## src/rtl/fft_scan_pkg.sv

```systemverilog
// -----------------------------------------------------------------------------
// fft_scan_pkg
// Shared definitions for the FFT spectrum scanner:
//   - scanner FSM state encoding
//   - magnitude width derivation (depends on MAG_SQUARED_EN)
//   - signed absolute-value helper
//
// Configuration macro: MAG_SQUARED_EN
//   undefined : magnitude = |re| + |im|,   width IN_W + 1
//   defined   : magnitude = re*re + im*im, width 2*IN_W + 1
// -----------------------------------------------------------------------------
package fft_scan_pkg;

    // state  | meaning
    // IDLE   | waiting for a rising edge on the finish flag, address held at 0
    // SCAN   | issuing RAM reads for bins 0..SCAN_BINS-1, gated by FIFO space
    // DRAIN  | all reads issued, waiting for pipeline and FIFO to empty
    localparam logic [1:0] ST_IDLE  = 2'd0;
    localparam logic [1:0] ST_SCAN  = 2'd1;
    localparam logic [1:0] ST_DRAIN = 2'd2;

    // The abs helper works on a fixed 64-bit container; callers sign-extend
    // their IN_W-bit operand into it, so IN_W must not exceed 64.
    localparam int ABS_MAX_W = 64;

    function automatic int mag_width(input int in_w);
`ifdef MAG_SQUARED_EN
        return 2 * in_w + 1;
`else
        return in_w + 1;
`endif
    endfunction

    // Two's-complement negate reinterpreted as unsigned, so the most
    // negative input maps to its exact positive magnitude.
    function automatic logic [ABS_MAX_W-1:0] abs_mag(input logic signed [ABS_MAX_W-1:0] x);
        return x[ABS_MAX_W-1] ? ((~x) + ABS_MAX_W'(1)) : x;
    endfunction

endpackage

```

## src/rtl/fft_scan_fifo.sv

```systemverilog
// -----------------------------------------------------------------------------
// fft_scan_fifo
// Small synchronous FIFO carrying {last, bin, magnitude} beats to the stream
// output. Push while full is accepted only when a pop happens in the same
// cycle. The storage is cleared on reset so the read port shows zeros.
//
// Ports:
//   i_clk, i_rstn   clock, asynchronous active-low reset
//   i_push, i_data  write request / data
//   i_pop           read request (ignored when empty)
//   o_data          head entry
//   o_empty         no entries held
//   o_count         number of entries held (0..DEPTH)
// -----------------------------------------------------------------------------
module fft_scan_fifo #(
    parameter  int WIDTH = 8,
    parameter  int DEPTH = 4,
    localparam int PTR_W = $clog2(DEPTH),
    localparam int CNT_W = PTR_W + 1
) (
    input  logic             i_clk,
    input  logic             i_rstn,
    input  logic             i_push,
    input  logic [WIDTH-1:0] i_data,
    input  logic             i_pop,
    output logic [WIDTH-1:0] o_data,
    output logic             o_empty,
    output logic [CNT_W-1:0] o_count
);

    logic [WIDTH-1:0] r_mem [DEPTH];
    logic [PTR_W-1:0] r_wr_ptr;
    logic [PTR_W-1:0] r_rd_ptr;
    logic [CNT_W-1:0] r_count;

    logic w_empty;
    logic w_full;
    logic w_do_pop;
    logic w_do_push;

    assign w_empty   = (r_count == '0);
    assign w_full    = (r_count == CNT_W'(DEPTH));
    assign w_do_pop  = i_pop & ~w_empty;
    assign w_do_push = i_push & (~w_full | w_do_pop);

    always_ff @(posedge i_clk or negedge i_rstn) begin
        if (!i_rstn) begin
            for (int i = 0; i < DEPTH; i++) begin
                r_mem[i] <= '0;
            end
            r_wr_ptr <= '0;
            r_rd_ptr <= '0;
            r_count  <= '0;
        end else begin
            if (w_do_push) begin
                r_mem[r_wr_ptr] <= i_data;
                r_wr_ptr        <= r_wr_ptr + PTR_W'(1);
            end
            if (w_do_pop) begin
                r_rd_ptr <= r_rd_ptr + PTR_W'(1);
            end
            case ({w_do_push, w_do_pop})
                2'b10:   r_count <= r_count + CNT_W'(1);
                2'b01:   r_count <= r_count - CNT_W'(1);
                default: r_count <= r_count;
            endcase
        end
    end

    assign o_data  = r_mem[r_rd_ptr];
    assign o_empty = w_empty;
    assign o_count = r_count;

endmodule

```

## src/rtl/fft_spectrum_scan.sv

```systemverilog
// -----------------------------------------------------------------------------
// fft_spectrum_scan
// Reads the FFT result RAM after each frame, computes a magnitude per bin,
// streams (bin, magnitude) beats over ready/valid and reports the peak bin of
// the completed frame.
//
// Configuration macro: MAG_SQUARED_EN (see fft_scan_pkg). When defined the
// magnitude path gains a multiply stage, so address-to-push latency is 3
// instead of 2 and up to two reads can be in flight.
//
// Ports:
//   i_clk, i_rstn   clock, asynchronous active-low reset
//   i_fft_finish    frame-complete level; a rising edge in IDLE starts a scan
//   o_fft_addr      RAM read address
//   i_fft_data      RAM read data {imag, real}, one cycle after the address
//   o_mag_valid     stream valid (FIFO not empty)
//   i_mag_ready     stream ready
//   o_mag_data      magnitude of the bin in o_mag_bin
//   o_mag_bin       bin index
//   o_mag_last      set on bin SCAN_BINS-1
//   o_busy          scan in progress
//   o_done          one-cycle pulse once the last beat has been accepted
//   o_peak_bin/mag  peak of the last completed frame, updated only at o_done
// -----------------------------------------------------------------------------
module fft_spectrum_scan
    import fft_scan_pkg::*;
#(
    parameter  int ADDR_W     = 10,
    parameter  int IN_W       = 32,
    parameter  int SCAN_BINS  = 512,
    parameter  int SKIP_DC    = 1,
    parameter  int FIFO_DEPTH = 4,
    localparam int MAG_W      = mag_width(IN_W)
) (
    input  logic              i_clk,
    input  logic              i_rstn,
    input  logic              i_fft_finish,
    output logic [ADDR_W-1:0] o_fft_addr,
    input  logic [2*IN_W-1:0] i_fft_data,
    output logic              o_mag_valid,
    input  logic              i_mag_ready,
    output logic [MAG_W-1:0]  o_mag_data,
    output logic [ADDR_W-1:0] o_mag_bin,
    output logic              o_mag_last,
    output logic              o_busy,
    output logic              o_done,
    output logic [ADDR_W-1:0] o_peak_bin,
    output logic [MAG_W-1:0]  o_peak_mag
);

    localparam int                CNT_W    = $clog2(FIFO_DEPTH) + 1;
    localparam int                FIFO_W   = MAG_W + ADDR_W + 1;
    localparam logic [ADDR_W-1:0] LAST_BIN = ADDR_W'(SCAN_BINS - 1);

    logic [1:0]        r_state;
    logic              r_finish_d;
    logic [ADDR_W-1:0] r_issue_idx;
    logic              r_rd_valid;
    logic [ADDR_W-1:0] r_rd_bin;
    logic              r_busy;
    logic              r_done;
    logic [ADDR_W-1:0] r_run_bin;
    logic [MAG_W-1:0]  r_run_mag;
    logic [ADDR_W-1:0] r_peak_bin;
    logic [MAG_W-1:0]  r_peak_mag;

    logic              w_start;
    logic              w_issue;
    logic [1:0]        w_inflight;
    logic              w_push;
    logic [ADDR_W-1:0] w_push_bin;
    logic [MAG_W-1:0]  w_push_mag;
    logic              w_push_last;
    logic              w_peak_upd;
    logic              w_drained;
    logic [CNT_W-1:0]  w_fifo_count;
    logic              w_fifo_empty;
    logic [FIFO_W-1:0] w_fifo_rdata;
    logic signed [IN_W-1:0] w_re;
    logic signed [IN_W-1:0] w_im;

    assign w_start = i_fft_finish & ~r_finish_d;
    assign w_re    = i_fft_data[IN_W-1:0];
    assign w_im    = i_fft_data[2*IN_W-1:IN_W];

    // Reads in flight are counted against FIFO space so every issued read
    // is guaranteed a slot when it reaches the push point.
    assign w_issue = (r_state == ST_SCAN) &&
                     ((int'(w_fifo_count) + int'(w_inflight)) < FIFO_DEPTH);

`ifdef MAG_SQUARED_EN
    localparam int PROD_W = 2 * IN_W;

    logic              r_mul_valid;
    logic [ADDR_W-1:0] r_mul_bin;
    logic [PROD_W-1:0] r_sq_re;
    logic [PROD_W-1:0] r_sq_im;

    always_ff @(posedge i_clk or negedge i_rstn) begin
        if (!i_rstn) begin
            r_mul_valid <= 1'b0;
            r_mul_bin   <= '0;
            r_sq_re     <= '0;
            r_sq_im     <= '0;
        end else begin
            r_mul_valid <= r_rd_valid;
            r_mul_bin   <= r_rd_bin;
            r_sq_re     <= PROD_W'(w_re) * PROD_W'(w_re);
            r_sq_im     <= PROD_W'(w_im) * PROD_W'(w_im);
        end
    end

    // Squares are non-negative, so the extra top bit only has to absorb the
    // carry of the sum ((-2^(IN_W-1))^2 * 2 = 2^(2*IN_W-1)).
    assign w_push     = r_mul_valid;
    assign w_push_bin = r_mul_bin;
    assign w_push_mag = {1'b0, r_sq_re} + {1'b0, r_sq_im};
    assign w_inflight = {1'b0, r_rd_valid} + {1'b0, r_mul_valid};
`else
    assign w_push     = r_rd_valid;
    assign w_push_bin = r_rd_bin;
    assign w_push_mag = MAG_W'(abs_mag(ABS_MAX_W'(w_re))) +
                        MAG_W'(abs_mag(ABS_MAX_W'(w_im)));
    assign w_inflight = {1'b0, r_rd_valid};
`endif

    assign w_push_last = (w_push_bin == LAST_BIN);

    // Bins arrive in ascending order, so a strict compare keeps the lowest
    // bin on ties.
    assign w_peak_upd = w_push &&
                        !((SKIP_DC != 0) && (w_push_bin == '0)) &&
                        (w_push_mag > r_run_mag);

    assign w_drained = (w_inflight == 2'd0) && w_fifo_empty;

    always_ff @(posedge i_clk or negedge i_rstn) begin
        if (!i_rstn) begin
            r_rd_valid <= 1'b0;
            r_rd_bin   <= '0;
        end else begin
            r_rd_valid <= w_issue;
            if (w_issue) begin
                r_rd_bin <= r_issue_idx;
            end
        end
    end

    always_ff @(posedge i_clk or negedge i_rstn) begin
        if (!i_rstn) begin
            r_state     <= ST_IDLE;
            r_finish_d  <= 1'b0;
            r_issue_idx <= '0;
            r_busy      <= 1'b0;
            r_done      <= 1'b0;
            r_run_bin   <= '0;
            r_run_mag   <= '0;
            r_peak_bin  <= '0;
            r_peak_mag  <= '0;
        end else begin
            r_finish_d <= i_fft_finish;
            r_done     <= 1'b0;

            if (w_peak_upd) begin
                r_run_bin <= w_push_bin;
                r_run_mag <= w_push_mag;
            end

            case (r_state)
                ST_IDLE: begin
                    if (w_start) begin
                        r_state     <= ST_SCAN;
                        r_busy      <= 1'b1;
                        r_issue_idx <= '0;
                        r_run_bin   <= '0;
                        r_run_mag   <= '0;
                    end
                end
                ST_SCAN: begin
                    if (w_issue) begin
                        if (r_issue_idx == LAST_BIN) begin
                            r_state <= ST_DRAIN;
                        end else begin
                            r_issue_idx <= r_issue_idx + ADDR_W'(1);
                        end
                    end
                end
                ST_DRAIN: begin
                    if (w_drained) begin
                        r_peak_bin <= r_run_bin;
                        r_peak_mag <= r_run_mag;
                        r_done     <= 1'b1;
                        r_busy     <= 1'b0;
                        r_state    <= ST_IDLE;
                    end
                end
                default: begin
                    r_state <= ST_IDLE;
                end
            endcase
        end
    end

    fft_scan_fifo #(
        .WIDTH (FIFO_W),
        .DEPTH (FIFO_DEPTH)
    ) u_fifo (
        .i_clk   (i_clk),
        .i_rstn  (i_rstn),
        .i_push  (w_push),
        .i_data  ({w_push_last, w_push_bin, w_push_mag}),
        .i_pop   (o_mag_valid & i_mag_ready),
        .o_data  (w_fifo_rdata),
        .o_empty (w_fifo_empty),
        .o_count (w_fifo_count)
    );

    assign o_fft_addr  = (r_state == ST_SCAN) ? r_issue_idx : '0;
    assign o_mag_valid = ~w_fifo_empty;
    assign {o_mag_last, o_mag_bin, o_mag_data} = w_fifo_rdata;
    assign o_busy      = r_busy;
    assign o_done      = r_done;
    assign o_peak_bin  = r_peak_bin;
    assign o_peak_mag  = r_peak_mag;

endmodule

```

## config.mk

```make
export PLATFORM = sky130hd
export DESIGN_NAME = fft_spectrum_scan
export DESIGN_NICKNAME = d
export VERILOG_FILES = /design/src/rtl/fft_scan_pkg.sv /design/src/rtl/fft_scan_fifo.sv /design/src/rtl/fft_spectrum_scan.sv
export SDC_FILE = /design/constraint.sdc
export NUM_CORES = 1
export LEC_CHECK = 0
export BUFFER_PORTS_ARGS = -buffer_cell sky130_fd_sc_hd__buf_4
export CAP_MARGIN = 20
export CORE_ASPECT_RATIO = 1.5
export CORE_MARGIN = 2
export CORE_UTILIZATION = 34
export DETAILED_ROUTE_END_ITERATION = 16
export PLACE_DENSITY_LB_ADDON = 0.3
export RECOVER_POWER = 50
export SLEW_MARGIN = 20
export SYNTH_ARGS = -nofsm -noshare
export SYNTH_HDL_FRONTEND = slang
export SYNTH_SLANG_ARGS = --single-unit
```

## constraint.sdc

```tcl
create_clock -name i_clk -period 3.22 [get_ports i_clk]
set_clock_uncertainty 0.05 [all_clocks]
set_input_delay 0.161 -clock i_clk [delete_from_list [all_inputs] [get_ports i_clk]]
set_output_delay 0.161 -clock i_clk [all_outputs]
set_load 0.005 [all_outputs]
```

==> results of run 1 <==
area by class of cell:
cell class                 count  share of cell area, %
clock inverter                 6                  0.285
sequential                   295                   34.3
multi-input combinational   1045                   40.1
inverter                      76                   1.32
timing repair buffer         451                   16.9
tap                          588                   3.41
clock buffer                  44                   3.67
path summary, 6_finish.rpt:
kind	startpoint	endpoint	cells past startpoint
max	i_fft_data[41]	r_run_mag[21]	27
min	i_fft_data[0]	r_run_mag[0]	5
max reg2reg	r_run_mag[6]	r_run_mag[30]	13
min reg2reg	o_peak_bin[3]	o_peak_bin[3]	2
max in group asynchronous	i_rstn	o_peak_bin[7]	4
min in group asynchronous	i_rstn	u_fifo.r_mem[91]	2
synthesized netlist by cell type, drive strengths merged (3+ instances only):
cell type	count
or4	9
o21ai	152
buf	11
nor2b	8
or2	5
xnor2	79
or3	13
ha	73
a21o	15
o21bai	3
nor4	6
and4	3
nor2	63
o211ai	4
and3	3
clkbuf	61
mux2i	33
nor3	9
mux4	44
and2	13
o2bb2ai	3
nand2	217
o22ai	4
dfrtp	295
o31ai	25
nand4	17
o41ai	7
mux2	109
a211oi	8
nand2b	11
nand3	14
inv	76
a31oi	4
a21oi	42
xor2	21
flip-flops by register name (all words and copies together), names as in the netlist:
| register | flops |
|---|---|
| o_busy | 1 |
| r_run_bin | 10 |
| r_state | 2 |
| u_fifo.o_count | 3 |
| r_issue_idx | 10 |
| r_finish_d | 1 |
| u_fifo.r_rd_ptr | 2 |
| o_done | 1 |
| u_fifo.r_mem | 176 |
| u_fifo.r_wr_ptr | 2 |
| r_rd_valid | 1 |
| r_rd_bin | 10 |
| r_run_mag | 33 |
| o_peak_bin | 10 |
| o_peak_mag | 33 |
power breakdown:
group / internal [mW] / switching (mW)
registers: 5.02 / 0.835
logic: 4.72 / 4.31
clock network: 1.69 / 1.42
total: 11.4 / 6.57
what timing repair did:
item,4_1_cts,5_1_grt
endpoints found under the hold margin,102,0
endpoints found under the setup margin,111,119
gates resized for setup,34,107
setup buffers,8,22
cloned,1,1
pin swaps,18,26
hold buffers,3,0
kinds of logic after synthesis:
family,Yosys count
simple gates,398
flops,295
buf+inv,148
fa+ha+maj,75
mux,186
compound gates,286
xor+xnor,100
worst reg2reg max path, cell delays in order (launching register included):
cell      delay [ns]
dfrtp_1         0.37
inv_1           0.08
ha_1            0.31
a21o_1          0.16
a21o_1          0.17
a211oi_1        0.36
o211ai_1        0.20
a211oi_2        0.33
a311oi_4        0.07
buf_6           0.16
buf_16          0.13
buf_12          0.12
buf_4           0.13
a211oi_1        0.20
per-stage QoR:
step	area [sq um]	power, mW	TNS [ns]	std cells
6_report	21500	18.0	-141.71	2505
5_1_grt	21500	19.3	-213.25	2505
4_1_cts	21000	17.8	-132.80	2489
3_5_place_dp	19900	14.4	-208.17	2427
3_3_place_gp	19900	14.0	-203.13	2427
2_1_floorplan	16100	10.7	-156.76	1488
routing by layer:
metal  global-route usage, %  vias up
met2                    34.0      250
met1                    21.5     6278
met3                    2.49       77
met5                       0        -
met4                    6.87        0
li1                        -     6063
==> out/metrics.cfg, run 1 <==
[outcome]
outcome = complete, but fails checks
violations = max-capacitance violations, max-slew violations, negative setup slack

[yosys]
yosysSeqAreaShare_pct = 46.5
synth_cells = 1488
synth.area.top_cells = dfrtp_1, mux2_2, mux4_2
synth_edf_count = 0
yosysUniqueCellTypes = 67
syn_area_per_cell_sq_um = 10.7
synth_compound_area_share_pct = 10.7
syn_nets = 1631
synth_mux_area_share_pct = 16.1
ys_ff_latch = 295
async_flop_share_pct = 100
yosys_warnings = 0
synth_top_flop_cell = dfrtp_1
synth_area_leader_cell = dfrtp_1
synth-xor-area-share_pct = 5.52
synthSimpleGateAreaFrac_pct = 11.6
synth_adder_area_share_pct = 6.01
synth_top_family_by_area = multiplexers
synth.top_cell.area_share_pct = 46.5
netlist_area_sq_mm = 0.0159

[worst_setup_path]
critPathMaxFanout = 7
slowest_delay_ns = 0.53
path_buf_inv = 5
startpoint_type = primary input
worst_path_max_delay_cell = or4_4
regToRegSetupSlack_ns = 0.30
crit_required_ns = 3.60
arrival_ns = 6.20
endpoint_kind = flip-flop
crit_family = simple AND/OR/NAND/NOR gates
path_class = primary input to flip-flop

[global_route]
grt_pass1_wl_mm = 71.0
antenna_found_initial = 0
grt_overflow = 0
grt_usage_pct = 18.3
first_global_vias = 13363
grt_max_degree = 108

[clocking]
clock-sinks = 295
clockBufferDepth = 3
cts_tree = built
clk_latency_ns = 0.57
clock_tree.root_cell = clkbuf_16
ctsHtreeMaxLevel = 1
clk_pin_slew_ns = 0.07
numCtsBuffers = 28

[place]
place.gp.congestion = 0.865
pre_cts_ws_ns = -3.14
dpl.hpwl_mm = 33.3
io_buffers = 167

[timing]
finalMaxSlewViolations = 108
slew_headroom_pct = -89.2
hold_viol = 0
setup_viol = 111
hold-worst-slack_ns = 0.182
post-route-min-period_ns = 5.82
max_freq_ghz = 0.172
grt_setup_unrepaired = true
worstMarginPinSlew_ns = 2.84
period_share_pct = 181
fin_ws_ns = -2.60

[final_layout]
multi_input_area_sq_mm = 0.00865
area_growth_pct = 35.8
ff_latch_area_sq_mm = 0.00738
n_antenna_cell = 0
fin_nets = 2040
final_cell_mix = buf_4, dfrtp_1, nand2_1, mux2_2, o21ai_0
final_common_cell = buf_4
drive_gt1_share_pct = 39.0
fillers = 4275
fin_util_pct = 47.0

[detailed_routing]
ant_nets = 0
first_iter_violations = 675
wirelength_met1_mm = 18.0
drc = 0
wl_met3_mm = 1.62
met2_length_mm = 23.7
wl_mm = 44.9
viasPerCell = 5.06
wl_per_cell_microns = 17.9
drt_first_pass_iters = 5
vias = 12668
top_layer = met4

[floorplanning]
num_rows = 96
dieWidth_microns = 180
die_area_sq_mm = 0.0484
fp.coreArea_sq_mm = 0.0459
die_h_microns = 269
io_pins = 168
start_util_pct = 34.6

[pwr]
p_per_area_mw_per_mm2 = 836
peakVddDrop_mv = 0.510
power_leakage_nw = 10.1

[worst_hold_path]
hold_class = primary input to flip-flop

[flow_run]
max-cap-violations = 1

Note: power is estimated with default switching activity, not from simulation.
==> run 2, diff against run 1 <==
BUFFER_PORTS_ARGS = -buffer_cell sky130_fd_sc_hd__buf_2   (was -buffer_cell sky130_fd_sc_hd__buf_4)
SKIP_LAST_GASP = 1   (was default)
==> out/metrics.cfg, run 2 (synthesis results as in run 1) <==
[timing]
hold_viol = 0  ; unchanged
hold-worst-slack_ns = 0.172  ; -0.0101 ns
worstMarginPinSlew_ns = 2.70  ; -0.137 ns
slew_headroom_pct = -80.0  ; +9.1 points
grt_setup_unrepaired = true
post-route-min-period_ns = 5.78  ; -0.0443 ns
max_freq_ghz = 0.173  ; +0.77%
period_share_pct = 179  ; -1.4 points
finalMaxSlewViolations = 103  ; -4.6%
fin_ws_ns = -2.56  ; +0.0443 ns
setup_viol = 111  ; unchanged

[clocking]
cts_tree = built
numCtsBuffers = 28  ; unchanged
clock-sinks = 295  ; unchanged
clk_latency_ns = 0.56  ; about the same
clock_tree.root_cell = clkbuf_16
clk_pin_slew_ns = 0.07  ; about the same
ctsHtreeMaxLevel = 1  ; unchanged
clockBufferDepth = 3  ; unchanged

[floorplanning]
dieWidth_microns = 180  ; unchanged
die_area_sq_mm = 0.0484  ; unchanged
fp.coreArea_sq_mm = 0.0459  ; unchanged
io_pins = 168  ; unchanged
num_rows = 96  ; unchanged
die_h_microns = 269  ; unchanged
start_util_pct = 34.6  ; unchanged

[pwr]
power_leakage_nw = 9.99  ; -1.1%
total_power_mw = 17.6  ; -2.2%
power.switching_mw = 6.43  ; -2.1%
power_frac_seq_pct = 33.2  ; +0.7 points
p_comb_share_pct = 48.6  ; -1.6 points
p_per_area_mw_per_mm2 = 834  ; -0.19%
p_int_mw = 11.2  ; -2.2%
peakVddDrop_mv = 0.494  ; -3.2%
switching_share_pct = 36.5  ; about the same
clockPowerShare_pct = 18.1  ; +0.8 points

[global_route]
grt_overflow = 0  ; unchanged
grt_usage_pct = 18.4  ; +0.077 points
antenna_found_initial = 2  ; +2
grt_pass1_wl_mm = 71.3  ; +0.49%
first_global_vias = 13195  ; -1.3%
grt_max_degree = 104  ; -3.7%

[worst_setup_path]
startpoint_type = primary input
arrival_ns = 6.15  ; -0.05 ns
crit_required_ns = 3.60  ; about the same
timing.rr.end = r_run_mag[0]
slowest_delay_ns = 0.53  ; about the same
worst_path_max_delay_cell = or4_4
regToRegSetupSlack_ns = 0.27  ; -0.03 ns
endpoint_kind = flip-flop
crit_top_cell = buf_6
r2r_start = r_run_mag[8]
path_class = primary input to flip-flop
critPathMaxFanout = 11  ; +4
reg2regPathDepth = 13  ; unchanged

[final_layout]
n_antenna_cell = 0  ; unchanged
drive_gt1_share_pct = 38.1  ; -0.88 points
fin_nets = 2056  ; +0.78%
final_cell_mix = dfrtp_1, buf_4, nand2_1, buf_2, mux2_2
largest_register_ffs = 176  ; unchanged
stdcell_count = 2518  ; +0.52%
final_common_cell = dfrtp_1
area_growth_pct = 33.1
regMostFlops = u_fifo.r_mem

[place]
place.gp.congestion = 0.835  ; -3.4%
io_buffers = 167  ; unchanged
dpl.hpwl_mm = 33.4  ; +0.32%
post-place-cells = 2441  ; +0.58%

[detailed_routing]
wl_mm = 44.4  ; -1.2%
vias = 12528  ; -1.1%
drt_first_pass_iters = 7  ; +2
wl_per_cell_microns = 17.6  ; -1.8%
viasPerCell = 4.98  ; -1.6%
ant_nets = 0  ; unchanged
drc = 0  ; unchanged
first_iter_violations = 562  ; -17%

[flow_run]
max-cap-violations = 1  ; unchanged

[worst_hold_path]
hold_path_depth = 5  ; unchanged
whs_endpoint = r_run_mag[0]
hold_start = i_fft_data[0]
hold_class = primary input to flip-flop

[outcome]
outcome = complete, but fails checks
violations = max-capacitance violations, max-slew violations, negative setup slack

==> run 2: cell types whose count changed in the layout (fill, tap and decap cells not counted), moves of 3 or more <==
cell      previous run  this run
a21oi_1             32        29
a21oi_2              6         9
buf_2                0       132
buf_4              358       269
buf_6               25        17
clkbuf_1            17        34
clkbuf_4            46         1
clkinv_2             3         8
o21ai_0             85        94
o21ai_1             50        46
o21ai_2             17        12
xnor2_4              3         0
==> run 2: cell type report <==
cell class,instances,area [sq um]
Tap cell,588,736
Timing Repair Buffer,467,3270
Clock inverter,12,103
Clock buffer,35,777
Fill cell,4365,24800
Multi-Input combinational cell,1045,8550
Sequential cell,295,7380
Inverter,76,288
==> run 2: power groups by stage <==
stage          sequential (mW)  combinational, mW  clock [mW]
6_report                  5.85               8.56        3.19
4_1_cts                   5.85               8.57        3.28
5_1_grt                   6.02               9.44        3.42
3_5_place_dp              5.92               8.32           0
3_3_place_gp              5.83               8.10           0
2_1_floorplan             5.56               5.11           0
==> run 2: critical path, delay by kind of cell <==
kind	cells	cell delay, ns
XOR/XNOR	2	0.33
AND/OR/NAND/NOR	9	2.78
buffers and inverters	10	1.13
AO/OA/AOI/OAI	7	0.92
multiplexers	1	0.18
adder cells (fa/ha/maj)	2	0.62
==> run 2: what timing repair did <==
| action | in CTS | in global routing |
|---|---|---|
| pin swaps | 21 | 13 |
| gates resized for setup | 63 | 46 |
| hold endpoints to repair | 101 | 0 |
| setup endpoints to repair | 112 | 123 |
| hold buffers | 3 | 0 |
| setup buffers | 28 | 7 |
==> run 2: per-layer routing <==
| metal | global-route usage [%] | share of wire (%) |
|---|---|---|
| met4 | 5.21 | 2.9 |
| met3 | 2.30 | 3.2 |
| met1 | 21.8 | 41 |
| met5 | 0 | 0.052 |
| met2 | 34.8 | 53 |
==> run 2: worst max-delay path by stage <==
stage / endpoint / from / slack (ns) / cells past startpoint
after floorplan: r_run_bin[3] / i_fft_data[41] / -2.91 / 26
after global placement: r_run_mag[27] / i_fft_data[41] / -3.00 / 26
after detailed placement: r_run_mag[27] / i_fft_data[41] / -3.17 / 26
after CTS: r_run_mag[27] / i_fft_data[41] / -2.50 / 26
after global routing: r_run_mag[0] / i_fft_data[41] / -2.84 / 27
final: r_run_mag[0] / i_fft_data[41] / -2.56 / 31
==> run 2: stage by stage <==
stage	setup WS [ns]	TNS, ns	util (%)	cell area (sq um)
after floorplan	-2.91	-156.76	-	16100
after global placement	-3.00	-202.07	42.6	19600
after detailed placement	-3.17	-212.93	42.6	19600
after CTS	-2.50	-139.21	45.6	20900
after global routing	-2.84	-174.79	46.0	21100
final	-2.56	-141.50	46.0	21100
